==> src/rtl/udma_adc_rx_packer.sv <==
// Purpose : buffers the ADC sample stream in a small FIFO, optionally packing two 16-bit samples per 32-bit word.
// Latency : a word becomes visible on data_rx_valid_o one cycle after the sample/flush cycle that produces it.
// Backpres: data_rx_ready_i stalls the FIFO head; the sample source cannot stall, so pushes into a full FIFO are dropped and counted.
//
// Ports:
//   sys_clk_i, rst_ni                         clock, async active-low reset
//   smp_valid_i, smp_data_i                   single-cycle sample strobe and data
//   cfg_pack_en_i, cfg_flush_i, cfg_clr_i     pack mode, flush pending half, synchronous clear
//   data_rx_o, data_rx_valid_o, data_rx_ready_i, data_rx_datasize_o   uDMA RX handshake
//   fifo_level_o, overflow_o, drop_cnt_o      status
module udma_adc_rx_packer #(
  parameter int ADC_DATA_WIDTH = 16,
  parameter int FIFO_DEPTH     = 4,
  parameter int CNT_WIDTH      = 8
) (
  input  logic                          sys_clk_i,
  input  logic                          rst_ni,
  input  logic                          smp_valid_i,
  input  logic [ADC_DATA_WIDTH-1:0]     smp_data_i,
  input  logic                          cfg_pack_en_i,
  input  logic                          cfg_flush_i,
  input  logic                          cfg_clr_i,
  output logic [31:0]                   data_rx_o,
  output logic                          data_rx_valid_o,
  input  logic                          data_rx_ready_i,
  output logic [1:0]                    data_rx_datasize_o,
  output logic [$clog2(FIFO_DEPTH):0]   fifo_level_o,
  output logic                          overflow_o,
  output logic [CNT_WIDTH-1:0]          drop_cnt_o
);

  localparam int AW = $clog2(FIFO_DEPTH);
  localparam int LW = AW + 1;

  typedef enum logic {EMPTY_HALF, HAVE_HALF} state_e;

  state_e               state_q, state_d;
  logic [15:0]          pend_q, pend_d;
  logic                 skid_vld_q, skid_vld_d;
  logic [31:0]          skid_dat_q, skid_dat_d;
  logic [LW-1:0]        wptr_q, wptr_d, rptr_q, rptr_d;
  logic                 ovf_q, ovf_d;
  logic [CNT_WIDTH-1:0] cnt_q, cnt_d;
  logic [31:0]          mem_q [FIFO_DEPTH];
  logic [31:0]          mem_d [FIFO_DEPTH];

  logic [31:0] smp_ext;
  logic        empty, full, pop;
  logic        cand0_vld, cand1_vld;
  logic [31:0] cand0_dat, cand1_dat;
  logic        push_vld, wr_en, drop;
  logic [31:0] push_dat;

  assign smp_ext = 32'(smp_data_i);

  assign empty = (wptr_q == rptr_q);
  assign full  = (wptr_q[AW] != rptr_q[AW]) && (wptr_q[AW-1:0] == rptr_q[AW-1:0]);
  assign pop   = !empty && data_rx_ready_i;

  assign data_rx_valid_o    = !empty;
  assign data_rx_o          = empty ? 32'h0 : mem_q[rptr_q[AW-1:0]];
  assign data_rx_datasize_o = 2'b10;
  assign fifo_level_o       = wptr_q - rptr_q;
  assign overflow_o         = ovf_q;
  assign drop_cnt_o         = cnt_q;

  always_comb begin
    state_d    = state_q;
    pend_d     = pend_q;
    cand0_vld  = 1'b0;
    cand0_dat  = 32'h0;
    cand1_vld  = 1'b0;
    cand1_dat  = 32'h0;
    skid_vld_d = skid_vld_q;
    skid_dat_d = skid_dat_q;
    push_vld   = 1'b0;
    push_dat   = 32'h0;
    wr_en      = 1'b0;
    drop       = 1'b0;
    wptr_d     = wptr_q;
    rptr_d     = rptr_q;
    ovf_d      = ovf_q;
    cnt_d      = cnt_q;
    mem_d      = mem_q;

    // Words produced this cycle, in FIFO order.
    if (state_q == HAVE_HALF && !cfg_pack_en_i) begin
      // Leaving pack mode with a half pending: pad it out, the sample follows.
      cand0_vld = 1'b1;
      cand0_dat = {16'h0, pend_q};
      state_d   = EMPTY_HALF;
      if (smp_valid_i) begin
        cand1_vld = 1'b1;
        cand1_dat = smp_ext;
      end
    end else if (!cfg_pack_en_i) begin
      if (smp_valid_i) begin
        cand0_vld = 1'b1;
        cand0_dat = smp_ext;
      end
    end else if (state_q == EMPTY_HALF) begin
      if (smp_valid_i) begin
        pend_d  = smp_ext[15:0];
        state_d = HAVE_HALF;
      end
    end else begin
      // A sample completing the pair takes precedence over a flush.
      if (smp_valid_i) begin
        cand0_vld = 1'b1;
        cand0_dat = {smp_ext[15:0], pend_q};
        state_d   = EMPTY_HALF;
      end else if (cfg_flush_i) begin
        cand0_vld = 1'b1;
        cand0_dat = {16'h0, pend_q};
        state_d   = EMPTY_HALF;
      end
    end

    // One FIFO write per cycle: an older skid word goes first, any leftover
    // is parked in the skid. A full skid is always followed by an EMPTY_HALF
    // cycle that yields at most one word, so nothing is ever left over twice.
    if (skid_vld_q) begin
      push_vld   = 1'b1;
      push_dat   = skid_dat_q;
      skid_vld_d = cand0_vld;
      skid_dat_d = cand0_dat;
    end else begin
      push_vld   = cand0_vld;
      push_dat   = cand0_dat;
      skid_vld_d = cand1_vld;
      skid_dat_d = cand1_dat;
    end

    wr_en = push_vld && (!full || pop);
    drop  = push_vld && full && !pop;

    if (wr_en) mem_d[wptr_q[AW-1:0]] = push_dat;
    wptr_d = wptr_q + LW'(wr_en);
    rptr_d = rptr_q + LW'(pop);
    if (drop) begin
      ovf_d = 1'b1;
      if (cnt_q != {CNT_WIDTH{1'b1}}) cnt_d = cnt_q + 1'b1;
    end

    if (cfg_clr_i) begin
      state_d    = EMPTY_HALF;
      pend_d     = 16'h0;
      skid_vld_d = 1'b0;
      skid_dat_d = 32'h0;
      wptr_d     = '0;
      rptr_d     = '0;
      ovf_d      = 1'b0;
      cnt_d      = '0;
      mem_d      = mem_q;
    end
  end

  always_ff @(posedge sys_clk_i or negedge rst_ni) begin
    if (!rst_ni) begin
      state_q    <= EMPTY_HALF;
      pend_q     <= 16'h0;
      skid_vld_q <= 1'b0;
      skid_dat_q <= 32'h0;
      wptr_q     <= '0;
      rptr_q     <= '0;
      ovf_q      <= 1'b0;
      cnt_q      <= '0;
      for (int i = 0; i < FIFO_DEPTH; i++) mem_q[i] <= 32'h0;
    end else begin
      state_q    <= state_d;
      pend_q     <= pend_d;
      skid_vld_q <= skid_vld_d;
      skid_dat_q <= skid_dat_d;
      wptr_q     <= wptr_d;
      rptr_q     <= rptr_d;
      ovf_q      <= ovf_d;
      cnt_q      <= cnt_d;
      mem_q      <= mem_d;
    end
  end

endmodule

==> config.mk <==
export PLATFORM = sky130hd
export DESIGN_NAME = udma_adc_rx_packer
export DESIGN_NICKNAME = d
export VERILOG_FILES = /design/src/rtl/udma_adc_rx_packer.sv
export SDC_FILE = /design/constraint.sdc
export NUM_CORES = 1
export LEC_CHECK = 0
export BUFFER_PORTS_ARGS = -buffer_cell sky130_fd_sc_hd__buf_2
export CAP_MARGIN = 20
export CORE_MARGIN = 2
export CORE_UTILIZATION = 25
export CTS_CLUSTER_SIZE = 30
export DETAILED_ROUTE_END_ITERATION = 10
export PLACE_DENSITY = 0.49
export SYNTH_ARGS = -nofsm -noshare
export SYNTH_HDL_FRONTEND = slang
export SYNTH_SLANG_ARGS = --single-unit
==> constraint.sdc <==
create_clock -name sys_clk_i -period 4.1 [get_ports sys_clk_i]
set_input_delay 0.205 -clock sys_clk_i [delete_from_list [all_inputs] [get_ports sys_clk_i]]
set_output_delay 0.205 -clock sys_clk_i [all_outputs]
set_load 0.01 [all_outputs]
Word level (Yosys, flattened, before mapping)
Cells that the tools add are included.

cells by class
  add/subtract/negate cells = 4
  order comparisons = 3
  eq/ne operators = 6
  muxes and demuxes = 45
  bitwise logic cells = 3
  reductions and logical operators = 20

operator list
  kind                                                                          number
  32-bit two-way mux                                                            11
  128-bit bitwise mux                                                           1
  16-bit two-way mux                                                            8
  32-bit binary-select mux with 2-bit select                                    1
  32-bit demux with 2-bit select                                                1
  8-bit two-way mux                                                             3
  1-bit two-way mux                                                             18
  8-bit by 1-bit adder with 8-bit output, second input constant                 1
  8-bit != test, second input constant                                          1
  2-bit nonzero test                                                            4
  1-bit logical AND                                                             7
  3-bit by 1-bit adder with 3-bit output                                        2
  3-bit >= comparator, second input constant                                    2
  3-bit two-way mux                                                             2
  2-bit inverter with 3-bit output                                              2
  1-bit zero test                                                               4
  2-bit != test, second input constant                                          2
  2-bit AND reduction                                                           2
  4-bit AND reduction                                                           1
  3-bit equality test                                                           1
  3-bit by 1-bit less-than comparator with 1-bit output, second input constant  1
  3-bit nonzero test                                                            1
  3-bit subtractor                                                              1
  2-bit equality test                                                           1
  3 further kinds                                                               3

storage, ports and cells
  register bits after elaboration = 193
  input bits = 23

Longest topological paths before layout
Gate-level depths: netlist of the first run.

  depth in word-level cells = 10
  mapped depth = 11

Worst setup path after synthesis of the first run
No wires, ideal clock.

  path type = register -> register
  from = reg rptr_q[1]
  to = reg mem_q[53] in the netlist's numbering
  setup time = 125 ps
  data arrival time = 2,402 ps
  data required time = 3,975 ps
  slack = 1,574 ps
  stages on the path, launching flop included = 11
  path buffers = 4
  period minus slack after synthesis = 2,526 ps
  path through = dfrtp_1 -> clkbuf_1 -> clkbuf_1 -> inv_1 -> ha_1 -> nand2_1 -> or3_1 -> buf_4 -> nand4_4 -> buf_6 -> mux2_2

on the way
  cells in the longest elaborated chain, start to end = 6
  elaborated cells between the ends (all ways) = 9

ends and longest elaborated chain
  what                                                        line     source
  from (decl)                                                 41       logic [LW-1:0] wptr_q, wptr_d, rptr_q, rptr_d;
  from (signal assigned)                                      175      rptr_q <= rptr_d;
  3-bit equality test or 2-bit equality test (tied branches)  56, 57
  1-bit zero test or 1-bit logical AND (tied branches)        58, 57
  1-bit logical AND or 1-bit zero test (tied branches)        58, 134
  1-bit logical OR (*)                                        134      wr_en = push_vld && (!full || pop);
  1-bit logical AND (*)                                       134
  2-bit AND reduction (no source line) (*)                    -
  to (signal assigned)                                        178      mem_q <= mem_d;
  to (decl)                                                   44       logic [31:0] mem_q [FIFO_DEPTH];

Mark *: on every way between the ends. The rest lies on a longest branch, timed or not.
A chain may end at the register's enable or synchronous reset.

Worst setup path in the final report of the first run
  from = reg wptr_q[0]
  to = reg mem_q[113] in the netlist's numbering

on the way
  cells in the longest elaborated chain, start to end = 6
  elaborated cells between the ends (all ways) = 16

ends and longest elaborated chain
  what                                                                            line      source
  from (decl)                                                                     41
  from (signal assigned)                                                          174       wptr_q <= wptr_d;
  2-bit inverter with 3-bit output (not written as such) (tied with other cells)  137       if (wr_en) mem_d[wptr_q[AW-1:0]] = push_dat;
  3-bit >= comparator (not written as such) (tied with other cells)               137
  1-bit logical AND (not written as such) (tied with other cells)                 137
  32-bit two-way mux (not written as such) or 1-bit logical OR (tied branches)    137, 134
  32-bit demux with 2-bit select or 1-bit logical AND (tied branches)             137, 134
  128-bit bitwise mux or 2-bit AND reduction (tied branches)                      -

Several ways; a longest one is shown, not always the timed one.

==> results of run 1 <==
-- routing by layer --
layer | track usage | routed length, microns | share of wire
met1 | 0.175 | 10900 | 0.48
met2 | 0.194 | 10900 | 0.47
met3 | 0.0312 | 1030 | 0.045
met4 | 0.0222 | 90 | 0.0039
met5 | 0 | 13 | 0.00057
-- worst max-delay path by stage --
stage / to / cells after the start / slack [ns] / startpoint
after global placement: mem_q[112]$_DFFE_PN0P_ / 6 / 1.22 / wptr_q[0]$_DFF_PN0_
after global routing: mem_q[59]$_DFFE_PN0P_ / 6 / 1.01 / wptr_q[0]$_DFF_PN0_
after CTS: mem_q[112]$_DFFE_PN0P_ / 6 / 1.18 / wptr_q[0]$_DFF_PN0_
final: mem_q[113]$_DFFE_PN0P_ / 6 / 1.24 / wptr_q[0]$_DFF_PN0_
after floorplan: mem_q[53]$_DFFE_PN0P_ / 10 / 1.57 / rptr_q[1]$_DFF_PN0_
after detailed placement: mem_q[112]$_DFFE_PN0P_ / 6 / 1.20 / wptr_q[0]$_DFF_PN0_
-- logic make-up (layout without fill, tap and decap cells) --
family	Yosys count	in the layout	share of synthesized area
other cells	2	5	0.000827
xor+xnor	5	5	0.00482
compound gates	105	105	0.0895
simple gates	122	122	0.0857
fa+ha+maj	8	8	0.0118
flops	193	193	0.532
buf+inv	60	126	0.0379
mux	160	160	0.238
-- flip-flops by register name (all words and copies together) (netlist names) --
| signal | count |
|---|---|
| rptr_q | 3 |
| wptr_q | 3 |
| skid_vld_q | 1 |
| mem_q | 128 |
| state_q | 1 |
| overflow_o | 1 |
| pend_q | 16 |
| skid_dat_q | 32 |
| drop_cnt_o | 8 |
-- worst register-to-register path, delay by kind of cell, from the launching register on --
kind,cells,cell delay [ns]
muxes,1,0.56
and+or+nand+nor,3,1.25
DFF,1,0.44
buffers and inverters,1,0.14
adders and majority gates,1,0.35
-- synth_stat cells, types with 2 or more instances --
master       n  area (sq um)
nor2_1       8          30.0
nand4_4      3          63.8
xnor2_1      5          43.8
nor3_1       4          20.0
nand2_1      5          18.8
buf_2       11          55.1
ha_1         7          87.6
buf_4        4          30.0
mux2_2     122          1370
a2bb2oi_1   15           131
conb_1       2          7.51
a21oi_1     26           130
and3_1       2          12.5
o31ai_1      6          45.0
mux2_1       6          67.6
and4_1       3          26.3
and2_1      16           100
clkbuf_1    22          82.6
buf_6       12           135
nor2b_1     37           231
dfrtp_1    193          4830
or3_1        4          25.0
nand2b_1     5          31.3
nand3_1     18          90.1
o21ai_0      4          20.0
nand4_1      4          25.0
mux4_2      32           721
or4_1        6          45.0
inv_1        9          33.8
a22o_1      47           412
-- through the flow --
stage	instances	cell area (sq um)	total power, mW	util
2_1_floorplan	655	9090	2.48	-
3_3_place_gp	1149	9850	2.72	0.276
3_5_place_dp	1149	9850	2.73	0.276
4_1_cts	1182	10500	4.54	0.294
5_1_grt	1182	10500	4.67	0.294
6_report	1185	10500	4.46	0.295
-- cell type report --
class | instances | area (sq um) | share of cell area
antenna | 3 | 7.51 | 0.000715
clock buffer | 18 | 439 | 0.0418
clock inverter | 14 | 198 | 0.0188
inverter | 10 | 37.5 | 0.00357
multi-input combinational | 402 | 3940 | 0.375
sequential | 193 | 4830 | 0.460
tap | 461 | 577 | 0.0549
timing repair buffer | 84 | 474 | 0.0452
-- report_power, final --
group,leakage [nW],internal (mW),switching (mW)
Combinational,1.93,0.262,0.355
Clock,0.309,1.00,0.793
Sequential,2.67,1.99,0.0520
==> results_dict.tcl, run 1 <==
set metrics [dict create \
    crit_required_ns 4.41 \
    clk_latency_ns 0.43 \
    worst-setup-path-type "reg -> reg" \
    ys.flop_type "dfrtp_1" \
    wl_per_cell_microns 19.3 \
    finalNetCount 739 \
    slew_violations 0 \
    fmax_mhz 350 \
    critPathLaunchType "flip-flop" \
    ys_seq_elements 193 \
    areaGrowthSynthToFinish_pct 15.6 \
    setup_tns_ns 0 \
    die_h_microns 195 \
    r2r_start "wptr_q[0]$_DFF_PN0_" \
    min_to "state_q$_DFFE_PN0P_" \
    hold_path_class "in -> reg" \
    maxSlewHeadroom 0.415 \
    dieArea_sq_mm 0.0379 \
    crit_buf_inv 1 \
    route.detailed.drc 0 \
    clock_skew_ns 0.0153 \
    layout_commonest_cell "dfrtp_1" \
    reg2reg_depth 6 \
    holdPathStages 3 \
    postCtsSetupRepairBufs 0 \
    timing.reg2reg.setup_slack_ns 1.24 \
    via_per_inst 4.71 \
    peakVddDrop_uv 256 \
    ios 70 \
    hold_viol_final 0 \
    cts_made_buffers 17 \
    whs_ns 0.0690 \
    worst_slack_ns 1.24 \
    outcome "complete, no violations" \
    crit_path_max_incr_delay_ns 0.73 \
    cts_buffer_depth 2 \
    io_buffers 67 \
    pre_cts_slack_ns 1.20 \
    synthCells 655 \
    hold_buffers 1 \
    h-tree-depth 4 \
    rsz0062_at_grt "no" \
    critPathTopFamily "simple AND/OR/NAND/NOR gates" \
    path_clk_slew_ns 0.08 \
    arrival_ns 3.16 \
    track_usage 0.124 \
    ys_types 47 \
    cts_tree "done" \
    row_count 69 \
    critPathMaxFanout 32 \
    regToRegEndpoint "mem_q[113]$_DFFE_PN0P_" \
    syn_area_per_cell_sq_um 13.9 \
    hold_start "cfg_flush_i" \
    drive_above_1_share 0.393 \
    crit_chain "inv_1, ha_1, nand2_1, or3_1, nand4_4, mux2_2" \
    seq_area_frac_synth 0.532 \
    drt_iter0_markers 400 \
    final_cell_mix "dfrtp_1, mux2_2, buf_2" \
    floorplan.initialDensity 0.255 \
    antenna_found_initial 4 \
    setup_viol 0 \
    p_leak_nw 4.91 \
    via_count 5587 \
    synth_nets 686 \
    fillerInstances 3634 \
    finalCritPeriodShare 0.697 \
    first_pass_iters 4 \
    worstMarginPinSlew_ns 0.877 \
    gp_congestion 0.715 \
    max_cap_viol_count 0 \
    fp.dieW_microns 195 \
    period_needed_ns 2.86 \
    core_sq_mm 0.0357 \
    end_kind "flip-flop" \
    grt_overflow 0 \
    clock-sinks 193 \
    synth_edf_count 0 \
    cts_resized 0 \
    ys_async_sr_fraction 1.00 \
    drt_wl_total_microns 22900 \
    grt_pass1_vias 5792 \
    drtAntennaViolNets 0 \
    grt_pass1_wl_microns 35900 \
    powerDensity_mw_per_mm2 425 \
    cts_root_buf "clkbuf_16" \
    yosys_warnings 0 \
    dp_hpwl_microns 14800 \
    grt_max_degree 86 \
    slowest_stage "nand4_4" \
    netlist_area_sq_mm 0.00909 \
]
No activity file was read; power rests on OpenSTA's default activity.
==> inputs of run 2 (changes only) <==
Clock period 4.1 ns to 2.7 ns, I/O delays scaled along.
==> run 2 against run 1 <==
Net effect: sequential share of layout area fell by 0.63 points; via count rose by 1.5%; non-clock buffer count rose by 15; clock power rose by 42%; critical endpoint is now mem_q[108]$_DFFE_PN0P_; global-route usage rose by 0.13 points; die area did not move; final area rose by 1.4%; largest cell class unchanged.
==> results_dict.tcl, run 2 (synthesis gave the netlist of run 1 again) <==
set metrics [dict create \
    max_cap_viol_count 0 \
    layout_commonest_cell "dfrtp_1" \
    postCtsSetupRepairBufs 0 \
    io_buffers 67 \
    rsz0062_at_grt "no" \
    final_cell_mix "dfrtp_1, mux2_2, buf_2" \
    ios 70 \
    route.detailed.drc 0 \
    core_sq_mm 0.0357 \
    hold_path_class "in -> reg" \
    h-tree-depth 4 \
    cts_resized 0 \
    fp.dieW_microns 195 \
    clock-sinks 193 \
    finalNetCount 754 \
    clk_latency_ns 0.43 \
    final_cells 1197 \
    drt_wl_total_microns 23000 \
    placed_cells 1159 \
    setup_viol 0 \
    grt_overflow 0 \
    end_kind "flip-flop" \
    drtAntennaViolNets 0 \
    track_usage 0.125 \
    row_count 69 \
    cts_buffer_depth 2 \
    largest_registers "mem_q x128, skid_dat_q x32, pend_q x16" \
    floorplan.initialDensity 0.255 \
    outcome "complete, no violations" \
    r2r_start "wptr_q[0]$_DFF_PN0_" \
    via_count 5673 \
    fillerInstances 3635 \
    dieArea_sq_mm 0.0379 \
    timing.reg2reg.setup_slack_ns 0.21 \
    worst-setup-path-type "reg -> reg" \
    clock_power_share 0.387 \
    worstMarginPinSlew_ns 0.747 \
    p_int_mw 4.77 \
    regToRegEndpoint "mem_q[108]$_DFFE_PN0P_" \
    p_switching_mw 1.85 \
    grt_max_degree 69 \
    via_per_inst 4.74 \
    drt_iter0_markers 276 \
    slew_violations 0 \
    gp_congestion 0.719 \
    powerDensity_mw_per_mm2 622 \
    areaGrowthSynthToFinish_pct 17.2 \
    min_to "skid_dat_q[27]$_DFF_PN0_" \
    critPathLaunchType "flip-flop" \
    finalCritPeriodShare 0.924 \
    hold_start "smp_data_i[11]" \
    p_sw_frac 0.280 \
    wl_per_cell_microns 19.2 \
    crit_required_ns 3.01 \
    grt_pass1_wl_microns 36500 \
    period_needed_ns 2.49 \
    drive_above_1_share 0.399 \
    maxSlewHeadroom 0.502 \
    p_leak_nw 4.99 \
    cts_made_buffers 17 \
    peakVddDrop_uv 431 \
    reg2reg_depth 7 \
    largest_register_ffs 128 \
    cts_tree "done" \
    combPwrFrac 0.144 \
    path_clk_slew_ns 0.08 \
    first_pass_iters 4 \
    holdPathStages 2 \
    critPathMaxFanout 12 \
    seqPwrFrac 0.469 \
    hold_viol_final 0 \
    regMostFlops "mem_q" \
    antenna_cells 0 \
    setup_tns_ns 0 \
    dp_hpwl_microns 15200 \
    clock_skew_ns 0.0155 \
    die_h_microns 195 \
    arrival_ns 2.81 \
    fmax_mhz 401 \
    grt_pass1_vias 5931 \
    antenna_found_initial 0 \
    cts_root_buf "clkbuf_16" \
]
[run 2: cell types whose count changed in the layout (fill, tap and decap cells not counted)]
cell / previous run / this run
buf_6: 0 / 1
buf_12: 0 / 6
inv_8: 2 / 5
dlygate4sd3_1: 1 / 5
diode_2: 3 / 0
clkbuf_8: 2 / 1
bufinv_16: 3 / 1
clkinv_4: 3 / 1
buf_4: 16 / 20
clkinv_2: 0 / 2
[run 2: worst max path at each step]
stage / start / end / slack [ns] / cells after the start
after global placement: wptr_q[0]$_DFF_PN0_ / mem_q[114]$_DFFE_PN0P_ / 0.28 / 7
after detailed placement: wptr_q[0]$_DFF_PN0_ / mem_q[127]$_DFFE_PN0P_ / 0.19 / 7
after global routing: rptr_q[0]$_DFF_PN0_ / data_rx_o[15] / 0.05 / 4
final: wptr_q[0]$_DFF_PN0_ / mem_q[108]$_DFFE_PN0P_ / 0.21 / 7
after CTS: rptr_q[0]$_DFF_PN0_ / data_rx_o[15] / 0.13 / 4
after floorplan: rptr_q[1]$_DFF_PN0_ / mem_q[53]$_DFFE_PN0P_ / 0.17 / 10
[run 2: metrics by stage]
step                hold WS, ns   util  total power, mW  instance area, sq um  worst slack [ns]
floorplan                -0.161      -             3.76                  9090             0.174
global placement          0.196  0.280             4.14                 10000             0.285
detailed placement        0.198  0.280             4.15                 10000             0.194
CTS                     0.00320  0.298             6.74                 10600             0.129
global route             0.0129  0.299             6.95                 10600            0.0489
finish                   0.0182  0.299             6.62                 10600             0.205
[run 2: power by group through the flow]
stage               clock, mW  combinational [mW]  sequential, mW
floorplan                   0               0.630            3.13
global placement            0               0.983            3.16
detailed placement          0               0.990            3.16
CTS                      2.64                1.00            3.11
global route             2.75                1.07            3.13
finish                   2.56               0.954            3.11
[run 2: area by class of cell]
| cell class | instances | area (sq um) | area share |
|---|---|---|---|
| multi-input combinational | 402 | 3940 | 0.370 |
| inverter | 10 | 37.5 | 0.00353 |
| clock inverter | 15 | 164 | 0.0154 |
| sequential | 193 | 4830 | 0.454 |
| tap | 461 | 577 | 0.0542 |
| clock buffer | 17 | 425 | 0.0400 |
| timing repair buffer | 99 | 676 | 0.0635 |
[run 2: what timing repair did]
action	4_1_cts	5_1_grt
hold endpoints to repair	75	0
setup endpoints to repair	0	0
hold buffers	5	0
[run 2: routing by layer]
metal,wire (microns),vias to the layer above,track usage
met5,0,-,0
met4,163,0,0.0330
met3,748,9,0.0222
met2,10900,71,0.197
met1,11200,3027,0.178
li1,-,2566,-
[run 2: critical path: stages (launching register included)]
cell	delay [ns]
dfrtp_1	0.44
inv_1	0.13
ha_1	0.34
nand2_1	0.09
or3_1	0.52
nand4_4	0.32
buf_12	0.19
mux2_2	0.33
==> inputs of run 3 (changes only) <==
Settings changed: SETUP_SLACK_MARGIN set to 0.3.
==> run 3 against run 2 <==
Net effect: sequential power barely moved; core utilization fell by 0.091 points; via count fell by 0.83%; non-clock buffer count fell by 3; combinational power rose by 0.7%; wire length fell by 1.9%; fmax rose by 11%; power fell by 0.91%; die area did not move; flip-flop and latch count did not move; clock-buffer cell count rose by 1; final area fell by 0.31%; critical endpoint is now data_rx_o[15]; highest routed layer is now met5.
==> results_dict.tcl, run 3 (synthesis gave the netlist of run 1 again) <==
set metrics [dict create \
    clock_skew_ns 0.0147 \
    row_count 69 \
    fmax_mhz 445 \
    grt_pass1_wl_microns 36500 \
    core_sq_mm 0.0357 \
    dieArea_sq_mm 0.0379 \
    peakVddDrop_uv 442 \
    cts_tree "done" \
    antenna_found_initial 2 \
    regMostFlops "mem_q" \
    route.detailed.drc 0 \
    hold_path_class "in -> reg" \
    layout_commonest_cell "dfrtp_1" \
    p_int_mw 4.76 \
    utilization 0.298 \
    areaGrowthSynthToFinish_pct 16.8 \
    track_usage 0.125 \
    reg2reg_depth 7 \
    end_kind "output pin" \
    critPathMaxFanout 33 \
    clock-sinks 193 \
    cts_made_buffers 17 \
    r2r_start "wptr_q[0]$_DFF_PN0_" \
    setup_tns_ns 0 \
    cts_root_buf "clkbuf_16" \
    ios 70 \
    slew_violations 0 \
    largest_registers "mem_q x128, skid_dat_q x32, pend_q x16" \
    drtAntennaViolNets 0 \
    hold_viol_final 0 \
    via_per_inst 4.72 \
    powerDensity_mw_per_mm2 618 \
    seqPwrFrac 0.473 \
    p_switching_mw 1.80 \
    timing.reg2reg.setup_slack_ns 0.47 \
    clk_latency_ns 0.43 \
    crit_required_ns 2.57 \
    die_h_microns 195 \
    p_leak_nw 4.96 \
    io_buffers 67 \
    first_pass_iters 6 \
    fp.dieW_microns 195 \
    critPathLaunchType "flip-flop" \
    drt_wl_total_microns 22600 \
    outcome "complete, no violations" \
    floorplan.initialDensity 0.255 \
    h-tree-depth 4 \
    crit_start "rptr_q[0]$_DFF_PN0_" \
    cts_buffer_depth 2 \
    largest_register_ffs 128 \
    worst-setup-path-type "reg -> out" \
    grt_overflow 0 \
    setup_viol 0 \
    path_clk_slew_ns 0.07 \
    wl_per_cell_microns 18.9 \
    grt_pass1_vias 6069 \
    maxSlewHeadroom 0.346 \
    max_cap_viol_count 0 \
    arrival_ns 2.11 \
    via_count 5626 \
    antenna_cells 0 \
    drive_above_1_share 0.396 \
    regToRegEndpoint "mem_q[42]$_DFFE_PN0P_" \
    worstMarginPinSlew_ns 0.973 \
    final_cell_mix "dfrtp_1, mux2_2, buf_2" \
    fillerInstances 3640 \
    p_sw_frac 0.274 \
    drt_iter0_markers 345 \
    period_needed_ns 2.25 \
    finalCritPeriodShare 0.832 \
    rsz0062_at_grt "no" \
    combPwrFrac 0.146 \
    finalNetCount 751 \
    endpoint "data_rx_o[15]" \
    dp_hpwl_microns 14700 \
    grt_max_degree 70 \
    gp_congestion 0.717 \
    clock_power_share 0.381 \
]
[run 3: cell types whose count changed in the layout (fill, tap and decap cells not counted), sizes merged]
| cell | change |
|---|---|
| clkbuf | +1 |
| clkinvlp | +1 |
| buf | -3 |
| inv | -3 |
[run 3: how the worst min path moves through the flow]
stage | cells after the start | startpoint | end | slack (ns)
floorplan | 0 | rst_ni | drop_cnt_o[0]$_DFFE_PN0P_ | -0.16
global placement | 1 | rst_ni | mem_q[7]$_DFFE_PN0P_ | 0.19
detailed placement | 1 | rst_ni | mem_q[7]$_DFFE_PN0P_ | 0.19
CTS | 2 | smp_data_i[4] | skid_dat_q[20]$_DFF_PN0_ | 0.01
global route | 2 | smp_data_i[5] | skid_dat_q[21]$_DFF_PN0_ | 0.03
finish | 2 | smp_data_i[12] | skid_dat_q[28]$_DFF_PN0_ | 0.03
[run 3: area by class of cell]
type,count,area [sq um],area share
sequential,193,4830,0.455
multi-input combinational,402,3940,0.371
timing repair buffer,96,657,0.0619
tap,461,577,0.0543
clock buffer,18,429,0.0404
clock inverter,13,145,0.0137
inverter,10,37.5,0.00354
[run 3: timing repair]
| action | in CTS | in global routing |
|---|---|---|
| hold endpoints to repair | 78 | 0 |
| endpoints found under the setup margin | 113 | 34 |
| hold buffers | 5 | 0 |
| pin swaps | 0 | 0 |
| gates cloned | 0 | 0 |
| setup buffers | 0 | 0 |
| resized for setup | 2 | 3 |
[run 3: through the flow]
stage	cell area (sq um)	worst slack, ns	hold WS [ns]	total power [mW]	std cells
2_1_floorplan	9090	0.326	-0.161	3.77	655
3_3_place_gp	9980	0.327	0.193	4.14	1157
3_5_place_dp	9980	0.271	0.192	4.15	1157
4_1_cts	10600	0.301	0.0140	6.69	1193
5_1_grt	10600	0.332	0.0308	6.90	1193
6_report	10600	0.452	0.0323	6.56	1193
[run 3: critical path, stage by stage (launching register included)]
cell	delay, ns
dfrtp_2	0.39
buf_8	0.37
mux4_2	0.61
nor2b_1	0.16
buf_2	0.14
[run 3: power by group through the flow]
| stage | clock (mW) | combinational [mW] | sequential, mW |
|---|---|---|---|
| CTS | 2.58 | 1.00 | 3.10 |
| floorplan | 0 | 0.631 | 3.13 |
| detailed placement | 0 | 0.991 | 3.16 |
| global route | 2.71 | 1.08 | 3.12 |
| global placement | 0 | 0.985 | 3.16 |
| finish | 2.50 | 0.961 | 3.10 |
[run 3: layer usage]
layer / vias up / track usage / part of all wire
li1: 2555 / - / -
met5: - / 0 / 0.00058
met1: 2967 / 0.179 / 0.49
met3: 14 / 0.0219 / 0.030
met2: 88 / 0.196 / 0.47
met4: 2 / 0.0296 / 0.0066
